[config.mk]
export PLATFORM = sky130hd
export DESIGN_NAME = sa_load_controller_flat
export DESIGN_NICKNAME = d
export VERILOG_FILES = /design/src/rtl/sa_load_controller_if.sv /design/src/rtl/sa_load_controller.sv /design/src/flat_wrapper.sv
export SDC_FILE = /design/constraint.sdc
export NUM_CORES = 1
export LEC_CHECK = 0
export ABC_AREA = 1
export CELL_PAD_IN_SITES_DETAIL_PLACEMENT = 1
export CELL_PAD_IN_SITES_GLOBAL_PLACEMENT = 2
export CORE_ASPECT_RATIO = 0.9
export CORE_MARGIN = 2
export CORE_UTILIZATION = 23
export DETAILED_ROUTE_END_ITERATION = 8
export PLACE_DENSITY_LB_ADDON = 0.1
export REMOVE_ABC_BUFFERS = 1
export SYNTH_ARGS = -nofsm -noshare
export SYNTH_HDL_FRONTEND = slang
export SYNTH_SLANG_ARGS = --single-unit
export TNS_END_PERCENT = 20
[constraint.sdc]
create_clock -name clk_i -period 2.01 [get_ports clk_i]
set_input_delay 0.402 -clock clk_i [delete_from_list [all_inputs] [get_ports clk_i]]
set_output_delay 0.402 -clock clk_i [all_outputs]
set_load 0.01 [all_outputs]
[src/rtl/sa_load_controller_if.sv]
// Purpose : bundles the row stream, job control and systolic-array drive signals.
// Latency : none (pure wiring).
// Backpressure: row_ready is driven by the controller; the row stream holds data until accepted.
// Signals:
//   start                          job request, from the host
//   row_valid/row_ready/row_data   row stream, lane k = row_data[DATA_W*k +: DATA_W]
//   busy/done                      job status, to the host
//   sa_en/sa_rf_en/sa_write        array control
//   sa_idx/sa_din                  array register-file index and lane data (sa_din[k] = SA_DIN_k)
interface sa_load_controller_if #(
  parameter int ROWS   = 8,
  parameter int LANES  = 16,
  parameter int DATA_W = 16
);
  localparam int IDX_W = $clog2(ROWS);

  logic                              start;
  logic                              row_valid;
  logic                              row_ready;
  logic [LANES*DATA_W-1:0]           row_data;
  logic                              busy;
  logic                              done;
  logic                              sa_en;
  logic                              sa_rf_en;
  logic                              sa_write;
  logic [IDX_W-1:0]                  sa_idx;
  logic [LANES-1:0][DATA_W-1:0]      sa_din;

  // Controller side.
  modport slave (
    input  start, row_valid, row_data,
    output row_ready, busy, done, sa_en, sa_rf_en, sa_write, sa_idx, sa_din
  );

  // Host / stimulus side.
  modport master (
    output start, row_valid, row_data,
    input  row_ready, busy, done, sa_en, sa_rf_en, sa_write, sa_idx, sa_din
  );
endinterface

[src/rtl/sa_load_controller.sv]
// Purpose : sequences ROWS streamed rows into the systolic-array register file, flushes, then runs a matmul window.
// Latency : an accepted row reaches sa_idx/sa_din one cycle after its handshake; job = ROWS+FLUSH+COMPUTE+2 cycles.
// Backpressure: row_ready is high for the whole LOAD phase; row_valid gaps stall the job without losing rows.
// Ports:
//   clk_i, rst_n_i   clock (rising edge) and asynchronous active-low reset
//   bus (slave)      start / row stream in; busy, done and array drive signals out (all registered)
module sa_load_controller #(
  parameter int ROWS           = 8,
  parameter int LANES          = 16,
  parameter int DATA_W         = 16,
  parameter int FLUSH_CYCLES   = 3,
  parameter int COMPUTE_CYCLES = 30
) (
  input  logic                   clk_i,
  input  logic                   rst_n_i,
  sa_load_controller_if.slave    bus
);

  localparam int IDX_W   = $clog2(ROWS);
  localparam int PH_MAX  = (FLUSH_CYCLES > COMPUTE_CYCLES) ? FLUSH_CYCLES : COMPUTE_CYCLES;
  localparam int PH_W    = $clog2(PH_MAX + 1);

  typedef enum logic [2:0] {
    S_IDLE,
    S_LOAD,
    S_FLUSH,
    S_COMPUTE,
    S_DONE
  } state_e;

  state_e                       state_q, state_d;
  logic [IDX_W-1:0]             row_cnt_q, row_cnt_d;
  logic [PH_W-1:0]              ph_cnt_q, ph_cnt_d;
  logic                         row_ready_q, row_ready_d;
  logic                         busy_q, busy_d;
  logic                         done_q, done_d;
  logic                         sa_en_q, sa_en_d;
  logic                         sa_rf_en_q, sa_rf_en_d;
  logic                         sa_write_q, sa_write_d;
  logic [IDX_W-1:0]             sa_idx_q, sa_idx_d;
  logic [LANES-1:0][DATA_W-1:0] sa_din_q, sa_din_d;
  logic                         row_hs;

  // row_ready_q is only ever high in LOAD, so this is also the LOAD-state accept.
  assign row_hs = bus.row_valid & row_ready_q;

  always_comb begin
    state_d   = state_q;
    row_cnt_d = row_cnt_q;
    sa_idx_d  = sa_idx_q;
    sa_din_d  = sa_din_q;

    case (state_q)
      S_IDLE: begin
        if (bus.start) state_d = S_LOAD;
      end
      S_LOAD: begin
        if (row_hs) begin
          sa_idx_d  = row_cnt_q;
          sa_din_d  = bus.row_data;
          row_cnt_d = row_cnt_q + IDX_W'(1);
          if (row_cnt_q == IDX_W'(ROWS - 1)) state_d = S_FLUSH;
        end
      end
      S_FLUSH: begin
        if (ph_cnt_q == PH_W'(FLUSH_CYCLES - 1)) state_d = S_COMPUTE;
      end
      S_COMPUTE: begin
        if (ph_cnt_q == PH_W'(COMPUTE_CYCLES - 1)) state_d = S_DONE;
      end
      S_DONE: begin
        state_d = S_IDLE;
      end
      default: begin
        state_d = S_IDLE;
      end
    endcase

    // Phase counter restarts from zero on every state entry and only runs in the timed phases.
    if ((state_d != state_q) || !((state_q == S_FLUSH) || (state_q == S_COMPUTE))) begin
      ph_cnt_d = '0;
    end else begin
      ph_cnt_d = ph_cnt_q + PH_W'(1);
    end

    // Returning to IDLE clears the array-facing data so the next job starts from a known state.
    if (state_d == S_IDLE) begin
      row_cnt_d = '0;
      sa_idx_d  = '0;
      sa_din_d  = '0;
    end

    // Outputs are decoded from the next state so they are registered yet aligned with the state.
    row_ready_d = (state_d == S_LOAD);
    busy_d      = (state_d != S_IDLE);
    done_d      = (state_d == S_DONE);
    sa_en_d     = (state_d != S_IDLE);
    sa_rf_en_d  = (state_d != S_IDLE);
    sa_write_d  = (state_d == S_LOAD) || (state_d == S_FLUSH);
  end

  always_ff @(posedge clk_i or negedge rst_n_i) begin
    if (!rst_n_i) begin
      state_q     <= S_IDLE;
      row_cnt_q   <= '0;
      ph_cnt_q    <= '0;
      row_ready_q <= 1'b0;
      busy_q      <= 1'b0;
      done_q      <= 1'b0;
      sa_en_q     <= 1'b0;
      sa_rf_en_q  <= 1'b0;
      sa_write_q  <= 1'b0;
      sa_idx_q    <= '0;
      sa_din_q    <= '0;
    end else begin
      state_q     <= state_d;
      row_cnt_q   <= row_cnt_d;
      ph_cnt_q    <= ph_cnt_d;
      row_ready_q <= row_ready_d;
      busy_q      <= busy_d;
      done_q      <= done_d;
      sa_en_q     <= sa_en_d;
      sa_rf_en_q  <= sa_rf_en_d;
      sa_write_q  <= sa_write_d;
      sa_idx_q    <= sa_idx_d;
      sa_din_q    <= sa_din_d;
    end
  end

  assign bus.row_ready = row_ready_q;
  assign bus.busy      = busy_q;
  assign bus.done      = done_q;
  assign bus.sa_en     = sa_en_q;
  assign bus.sa_rf_en  = sa_rf_en_q;
  assign bus.sa_write  = sa_write_q;
  assign bus.sa_idx    = sa_idx_q;
  assign bus.sa_din    = sa_din_q;

endmodule

[src/flat_wrapper.sv]
// flat-port wrapper written by rule: the top's interface ports become plain ports
module sa_load_controller_flat 
#(
  parameter int ROWS           = 8,
  parameter int LANES          = 16,
  parameter int DATA_W         = 16,
  parameter int FLUSH_CYCLES   = 3,
  parameter int COMPUTE_CYCLES = 30
)
  (clk_i, rst_n_i, bus_start, bus_row_valid, bus_row_data, bus_row_ready, bus_busy, bus_done, bus_sa_en, bus_sa_rf_en, bus_sa_write, bus_sa_idx, bus_sa_din);
  sa_load_controller_if #(.ROWS(ROWS), .LANES(LANES), .DATA_W(DATA_W)) bus_i ();
  input  logic clk_i;
  input  logic rst_n_i;
  input wire logic [$bits(bus_i.start)-1:0] bus_start;
  input wire logic [$bits(bus_i.row_valid)-1:0] bus_row_valid;
  input wire logic [$bits(bus_i.row_data)-1:0] bus_row_data;
  output wire logic [$bits(bus_i.row_ready)-1:0] bus_row_ready;
  output wire logic [$bits(bus_i.busy)-1:0] bus_busy;
  output wire logic [$bits(bus_i.done)-1:0] bus_done;
  output wire logic [$bits(bus_i.sa_en)-1:0] bus_sa_en;
  output wire logic [$bits(bus_i.sa_rf_en)-1:0] bus_sa_rf_en;
  output wire logic [$bits(bus_i.sa_write)-1:0] bus_sa_write;
  output wire logic [$bits(bus_i.sa_idx)-1:0] bus_sa_idx;
  output wire logic [$bits(bus_i.sa_din)-1:0] bus_sa_din;
  assign bus_i.start = bus_start;
  assign bus_i.row_valid = bus_row_valid;
  assign bus_i.row_data = bus_row_data;
  assign bus_row_ready = bus_i.row_ready;
  assign bus_busy = bus_i.busy;
  assign bus_done = bus_i.done;
  assign bus_sa_en = bus_i.sa_en;
  assign bus_sa_rf_en = bus_i.sa_rf_en;
  assign bus_sa_write = bus_i.sa_write;
  assign bus_sa_idx = bus_i.sa_idx;
  assign bus_sa_din = bus_i.sa_din;
  sa_load_controller #(.ROWS(ROWS), .LANES(LANES), .DATA_W(DATA_W), .FLUSH_CYCLES(FLUSH_CYCLES), .COMPUTE_CYCLES(COMPUTE_CYCLES)) u_core (.clk_i(clk_i), .rst_n_i(rst_n_i), .bus(bus_i));
endmodule
==> run metrics, run 1 <==
status finished clean; Worst-Margin Slew 429.4 ps; Post-Route WL 52.38 mm; area fraction of the dominant cell type after synthesis between 50% and 60%; clock latency on the worst-skew pair ~550 ps; number of setup violations in the final report 0; initial antenna violation count 11; row cnt between 80 and 90; FFs w/ async S/R, synth between 90% and 100%; placer congestion estimate around 0.77; io pins 525; delay-heaviest family, CP buffers and inverters; drt pass-1 iters 4; Starting Density about 23%; Sw Share between 30% and 40%; critical path class reg2reg; clock share of power between 20% and 30%; Int Pwr 19,670 uW; CP arrival approximately 2400 ps; vias between 10,000 and 15,000; Leak Pwr 0.01047 uW; vias in the first global route between 10,000 and 15,000; first-pass GRT wire length between 70 and 80 mm; Post-synth EDFFs 0; synth warn 0; Crit-path slowest cell dfrtp_1; Crit. Startpoint u_core.row_cnt_q[1]; design area 21,090 sq um; Reg power frac approximately a quarter; Final Hold Viols 0; port bufs ~520; Area growth syn-to-layout 67.05%; Core Region roughly 54,000 sq um; DRC viols 0; # Max-Cap Violations 0; final-stage net count 2,563; VDD IR-drop max 0.5573 mV; largest net degree at the start of global routing 49; post-synthesis cell count approximately 1,700; CTS root buffer clkbuf_16; RSZ-0062 raised after global routing true; critical-path cell list ha_2, ha_4, inv_2, nor2_4, buf_4, nand2_1, nand3_2, nor2_4, buf_12, clkbuf_16, clkbuf_16, nor2_1; Hold Path Class in2async; Switching Power between 10,000 and 15,000 uW; post-synthesis cell area roughly 13,000 sq um; synth top area cells dfrtp_1 54%, nand2_1 23%, nor2_1 8.4%; Tmin final around 2000 ps; Most used DFF post-synth dfrtp_1; Die Span Y about 230 microns; initial DRC count about 540; GRT Overall Usage approximately 17%; Required @ worst endpoint roughly 2400 ps; post-synthesis cell type count 19; per-cell routed wire length ~17 microns; post-place setup slack -298.1 ps; layout cells sized above 1 8.394%; Final Cycle Share 99.99%; remaining global-route overflow 0; top-count cell post-synth nand2_1; Placed Instance Area between 15,000 and 20,000 sq um; CP Launch Type flop; Worst Slack Setup Final ~0.12 ps; die area between 50,000 and 60,000 sq um; Setup Skew 23.35 ps; sequential element share of the synthesized area between 50% and 60%; Worst path max stage delay 380 ps; CTS Sinks ~270; Die X 250.9 microns; Critical Path End Type flop; Slew HR a little over 70%; Synth area leader dfrtp_1; DPL Wire Length between 30 and 40 mm; maximum root-to-sink buffer count 3; Num CTS Buffers 36; H-tree depth 2; CTS tree done; Post-synth top cells 784 x nand2_1, 281 x nor2_1, 275 x inv_1; Final ANT Viol Nets 0; Slew Limit Fails 0; clk slew on worst S/H paths about 60 ps; vias per inst slightly above 4; RR Startpoint u_core.row_cnt_q[1]; Post-Syn Area per Cell between 7 and 8 sq um; Synth Register Bits 274; fmax around 500 MHz; Comb power frac between 50% and 60%; Fin Hold WS 363.6 ps; Pwr Density between 1500 and 2000 nW/um^2; maximum fanout along the worst path 8; Crit path buffers/inverters 5
==> worst paths after layout <==
| path | slack [ps] | cells after the start | to |
|---|---|---|---|
| setup / recovery | 0.1 | 12 | u_core.bus.sa_din[64] |
| hold / removal | 360 | 2 | u_core.bus.sa_din[67] |
| setup reg to reg | 0.1 | 12 | u_core.bus.sa_din[64] |
| hold reg to reg | 500 | 1 | u_core.ph_cnt_q[0] |
| max in group asynchronous | 990 | 3 | u_core.bus.sa_din[41] |
| min in group clk_i | 470 | 5 | u_core.bus.sa_din[168] |
==> metrics by stage <==
step	TNS (ps)	cells	total power (uW)	utilization [%]
after floorplan	-3678230	1640	11590	-
after global placement	-59700	2939	23260	35.35
after detailed placement	-61890	2939	23540	35.35
after CTS	-11.76	3003	30260	37.49
after global routing	-15330	3032	34440	38.79
final	0	3037	31860	38.82
==> state kept, by name, summed over array words and instances, names as in the netlist <==
signal	flops
u_core.bus.sa_idx	3
u_core.state_q	3
u_core.bus.done	1
u_core.ph_cnt_q	5
u_core.bus.busy	1
u_core.bus.row_ready	1
u_core.bus.sa_din	256
u_core.row_cnt_q	3
u_core.bus.sa_write	1
==> what timing repair did <==
item | in CTS | in global routing
resized for setup | 2 | 59
hold buffers | 1 | 0
pin swaps | 0 | 8
endpoints found under the setup margin | 2 | 246
setup buffers | 0 | 6
endpoints found under the hold margin | 34 | 0
cloned | 0 | 20
==> routing by layer <==
layer | routed length [microns] | GRT usage (%) | vias to the layer above
li1 | - | - | 6064
met1 | 20930 | 20.30 | 5825
met2 | 26060 | 29.70 | 289
met3 | 4252 | 6.616 | 65
met4 | 1086 | 5.472 | 8
met5 | 55 | 0 | -
==> final cells by class <==
type,count,area (sq um)
fill,6469,33240
sequential,274,6858
timing repair buffer,620,6817
multi-input combinational,1089,4313
clock buffer,56,1057
inverter,277,1047
tap,705,882.1
clock inverter,7,88.84
antenna,9,22.52
==> placed cells by master (no fill, tap or decap) <==
cell type and count:
nand2_1 784, nand3_2 1, clkbuf_16 54, diode_2 9, clkbuf_1 13, xnor2_1 2, nand3b_1 1, o21ai_0 6
clkbuf_8 6, nor2_4 3, ha_4 1, buf_4 32, nor2_1 240, xor2_1 2, buf_8 6, dfrtp_1 273
clkinv_4 1, dfrtp_2 1, nand3_1 4, buf_16 4, clkinv_2 4, buf_12 33, inv_1 274, a21oi_1 1
inv_8 1, inv_2 2, ha_1 3, bufinv_16 2, clkdlybuf4s50_1 523, dlygate4sd3_1 1, ha_2 1, nor2_2 39
buf_6 4, nand4_1 1
==> worst register-to-register path, delay by kind of cell (launching register included) <==
kind / cells / cell delay, ps
fa+ha+maj: 2 / 360
buf+inv: 5 / 760
flops: 1 / 380
simple gates: 5 / 380
==> power groups by stage <==
| stage | Sequential (uW) | Combinational, uW | Clock, uW |
|---|---|---|---|
| after detailed placement | 8410 | 15100 | 0 |
| after global placement | 8360 | 14900 | 0 |
| after floorplan | 8330 | 3260 | 0 |
| final | 8330 | 17100 | 6410 |
| after global routing | 8560 | 19000 | 6870 |
| after CTS | 8360 | 15200 | 6680 |
==> cells by family (layout without fill, tap and decap cells) <==
group           Yosys count  after routing  synth area share (%)
other cells               0              9                     0
simple gates           1073           1073                 32.03
buf+inv                 365            960                 12.60
flops                   274            274                 54.32
fa+ha+maj                 5              5                0.4956
xor+xnor                  4              4                0.2776
compound gates            7              7                0.2775
Note: power is estimated with default switching activity, not from simulation.
==> run 2: changes to the inputs <==
Settings changed: CELL_PAD_IN_SITES_DETAIL_PLACEMENT 1 to not set, CELL_PAD_IN_SITES_GLOBAL_PLACEMENT 2 to not set, CORE_AREA set to 2 2 202 204, CORE_ASPECT_RATIO 0.9 to not set, CORE_MARGIN 2 to not set, CORE_UTILIZATION 23 to not set, DIE_AREA set to 0 0 204 206, PLACE_DENSITY_LB_ADDON 0.1 to not set, SLEW_MARGIN set to 30.
==> run 2 against run 1 <==
Compared with the run above:
- critical path depth down 11
- combinational power down 9%
- flip-flop and latch count unchanged
- clock power down 10%
- clock skew about the same
- highest routed layer is now met4
==> run metrics, run 2 (same netlist as run 1, synthesis figures left out) <==
status finished clean; commonest cells after routing, fill and taps aside 782 x nand2_1, 521 x clkdlybuf4s50_1, 274 x inv_1, 274 x dfrtp_1, 265 x nor2_1; CTS tree done; design area 20,390 sq um (-3.3%); CTS root buffer clkbuf_16; H-tree depth 1 (-1); clock share of power 19.3% (-0.8 points); die area 42,020 sq um (-26%); critical path class reg2out; clk slew on worst S/H paths 70 ps (about the same); GRT Overall Usage 18.24% (+0.80 points); Die Span Y 206 microns (-8.9%); vias 11,754 (-4.1%); Critical Path End Type output pin; Starting Density 31.41% (+8.2 points); Crit path buffers/inverters 1 (-4); initial antenna violation count 0 (-11); remaining global-route overflow 0 (unchanged); fill cell total of the finished layout 3,939 (-39%); Sw Share 37.57% (-0.69 points); delay-heaviest family, CP buffers and inverters; Core Region 40,180 sq um (-26%); max FFs per register 256 (unchanged); RR Startpoint u_core.ph_cnt_q[1]; vias in the first global route 11,203 (-11%); final-stage net count 2,542 (-0.82%); vias per inst 4.149 (+2.9%); Post-Route WL 41.53 mm (-21%); per-cell routed wire length 14.66 microns (-15%); Fin Hold WS 378.8 ps (+15.11 ps); antenna diode count 0 (-9); Area growth syn-to-layout 61.55%; layout cells sized above 1 6.823% (-1.6 points); Setup TNS 0 ps (unchanged); cell count of the worst reg-to-reg path 12 (unchanged); Required @ worst endpoint 1610 ps (-830 ps); maximum fanout along the worst path 2 (-6); DPL Wire Length 29.34 mm (-21%); largest net degree at the start of global routing 51 (+4.1%); Switching Power 11,140 uW (-8.6%); VDD IR-drop max 0.8710 mV (+56%); Final Util 50.74% (+12 points); Final ANT Viol Nets 0 (unchanged); initial DRC count 638 (+19%); critical-path cell list clkdlybuf4s50_1; commonest non-fill, non-tap cell in the layout nand2_1; CP arrival 1540 ps (-900 ps); Slew Limit Fails 0 (unchanged); Crit-path slowest cell clkdlybuf4s50_1; DRC viols 0 (unchanged); r2r setup slk 70 ps (+70 ps); CP Launch Type flop; Comb power frac 52.6% (-1.1 points); number of setup violations in the final report 0 (unchanged); area taken by multi-input logic gates 4263 sq um (-1.2%); Int Pwr 18,510 uW (-5.9%); Pwr Density 1454 nW/um^2 (-3.7%); Worst-Margin Slew 489.6 ps (+60.16 ps); fmax 514.0 MHz (+3.3%); Die X 204 microns (-19%); drt pass-1 iters 7 (+3); port bufs 524 (unchanged); Slew HR 67.36% (-4.0 points); CTS Sinks 274 (unchanged); RSZ-0062 raised after global routing true; Final Hold Viols 0 (unchanged); Worst path max stage delay 620 ps (+240 ps); Leak Pwr 0.01031 uW (-1.6%); row cnt 74 (-8.6%); first-pass GRT wire length 61.48 mm (-19%); Tmin final 1946 ps (-64.29 ps); Reg power frac 28.0% (+1.9 points); Num CTS Buffers 30 (-17%); Final Cycle Share 96.80% (-3.2 points); io pins 525 (unchanged); maximum root-to-sink buffer count 3 (unchanged); flip-flop and latch area 6857 sq um (about the same); Hold Path Class in2async; placer congestion estimate 0.8520 (+11%); Setup Skew 23.35 ps (-0.0001000 ps); RR Endpoint u_core.bus.sa_din[200]; # Max-Cap Violations 0 (unchanged); Placed Instance Area 18,860 sq um (-1.8%); clock latency on the worst-skew pair 570 ps (+20 ps)
==> run 2: changes by cell type in the layout (fill, tap and decap cells not counted), sizes merged, moves of 2 or more <==
cell / change
clkbuf: -17
clkdlybuf4s50: -2
clkinv: +3
buf: -10
diode: -9
==> run 2: layout make-up <==
class,count,area share (%)
clock buffers,44,4.387
clock inverters,12,0.6934
inverters,277,5.148
multi-input cells,1089,20.91
flip-flops and latches,274,33.63
well taps,532,3.264
repair buffers,605,31.98
==> run 2: power by group through the flow <==
stage	sequential, uW	combinational [uW]	clock (uW)
after global placement	8330	14000	0
after CTS	8320	14200	5920
final	8310	15600	5740
after detailed placement	8370	14200	0
after floorplan	8330	3260	0
after global routing	8530	17300	6110
==> run 2: how the worst max path moves through the flow <==
stage                                       from                     end  slack [ps]  depth (start not counted)
after floorplan                u_core.state_q[1]    u_core.bus.sa_idx[1]      -14170                          7
after global placement             bus_row_valid   u_core.bus.sa_din[16]        -240                          9
after detailed placement           bus_row_valid  u_core.bus.sa_din[144]        -260                          9
after CTS                 u_core.bus.sa_din[252]         bus_sa_din[252]           5                          1
after global routing          u_core.ph_cnt_q[1]  u_core.bus.sa_din[200]         -50                         12
final                     u_core.bus.sa_din[252]         bus_sa_din[252]          60                          1
==> run 2: stage by stage <==
stage	power (uW)	std cells	setup slack, ps
finish	29660	2833	64.41
global route	31900	2833	-49.45
CTS	28480	2816	5.347
detailed placement	22520	2759	-259.1
global placement	22340	2759	-236.5
floorplan	11590	1640	-14170
==> run 2: metal layers <==
| layer | vias up | GRT usage (%) | share of wire (%) |
|---|---|---|---|
| li1 | 5993 | - | - |
| met1 | 5346 | 22.10 | 41 |
| met2 | 364 | 32.08 | 49 |
| met3 | 51 | 5.125 | 8.0 |
| met4 | 0 | 4.348 | 2.0 |
| met5 | - | 0 | 0 |
==> run 2: repair_timing <==
action                     4_1_cts  5_1_grt
pin swaps                        0        7
setup endpoints to repair        5      253
hold endpoints to repair        42        0
setup buffers                    0        4
hold buffers                     1        0
gates cloned                     0       13
resized for setup                2       36
==> run 2: worst reg2reg max path: stages, from the launching register on <==
cell and delay (ps):
dfrtp_1 400, inv_1 70, ha_2 160, nand2_2 60, nor2_4 120, nor2_2 60, nor2_1 140, nand3_2 110
nor2_4 130, buf_12 170, buf_16 170, clkbuf_16 190, nor2_1 40
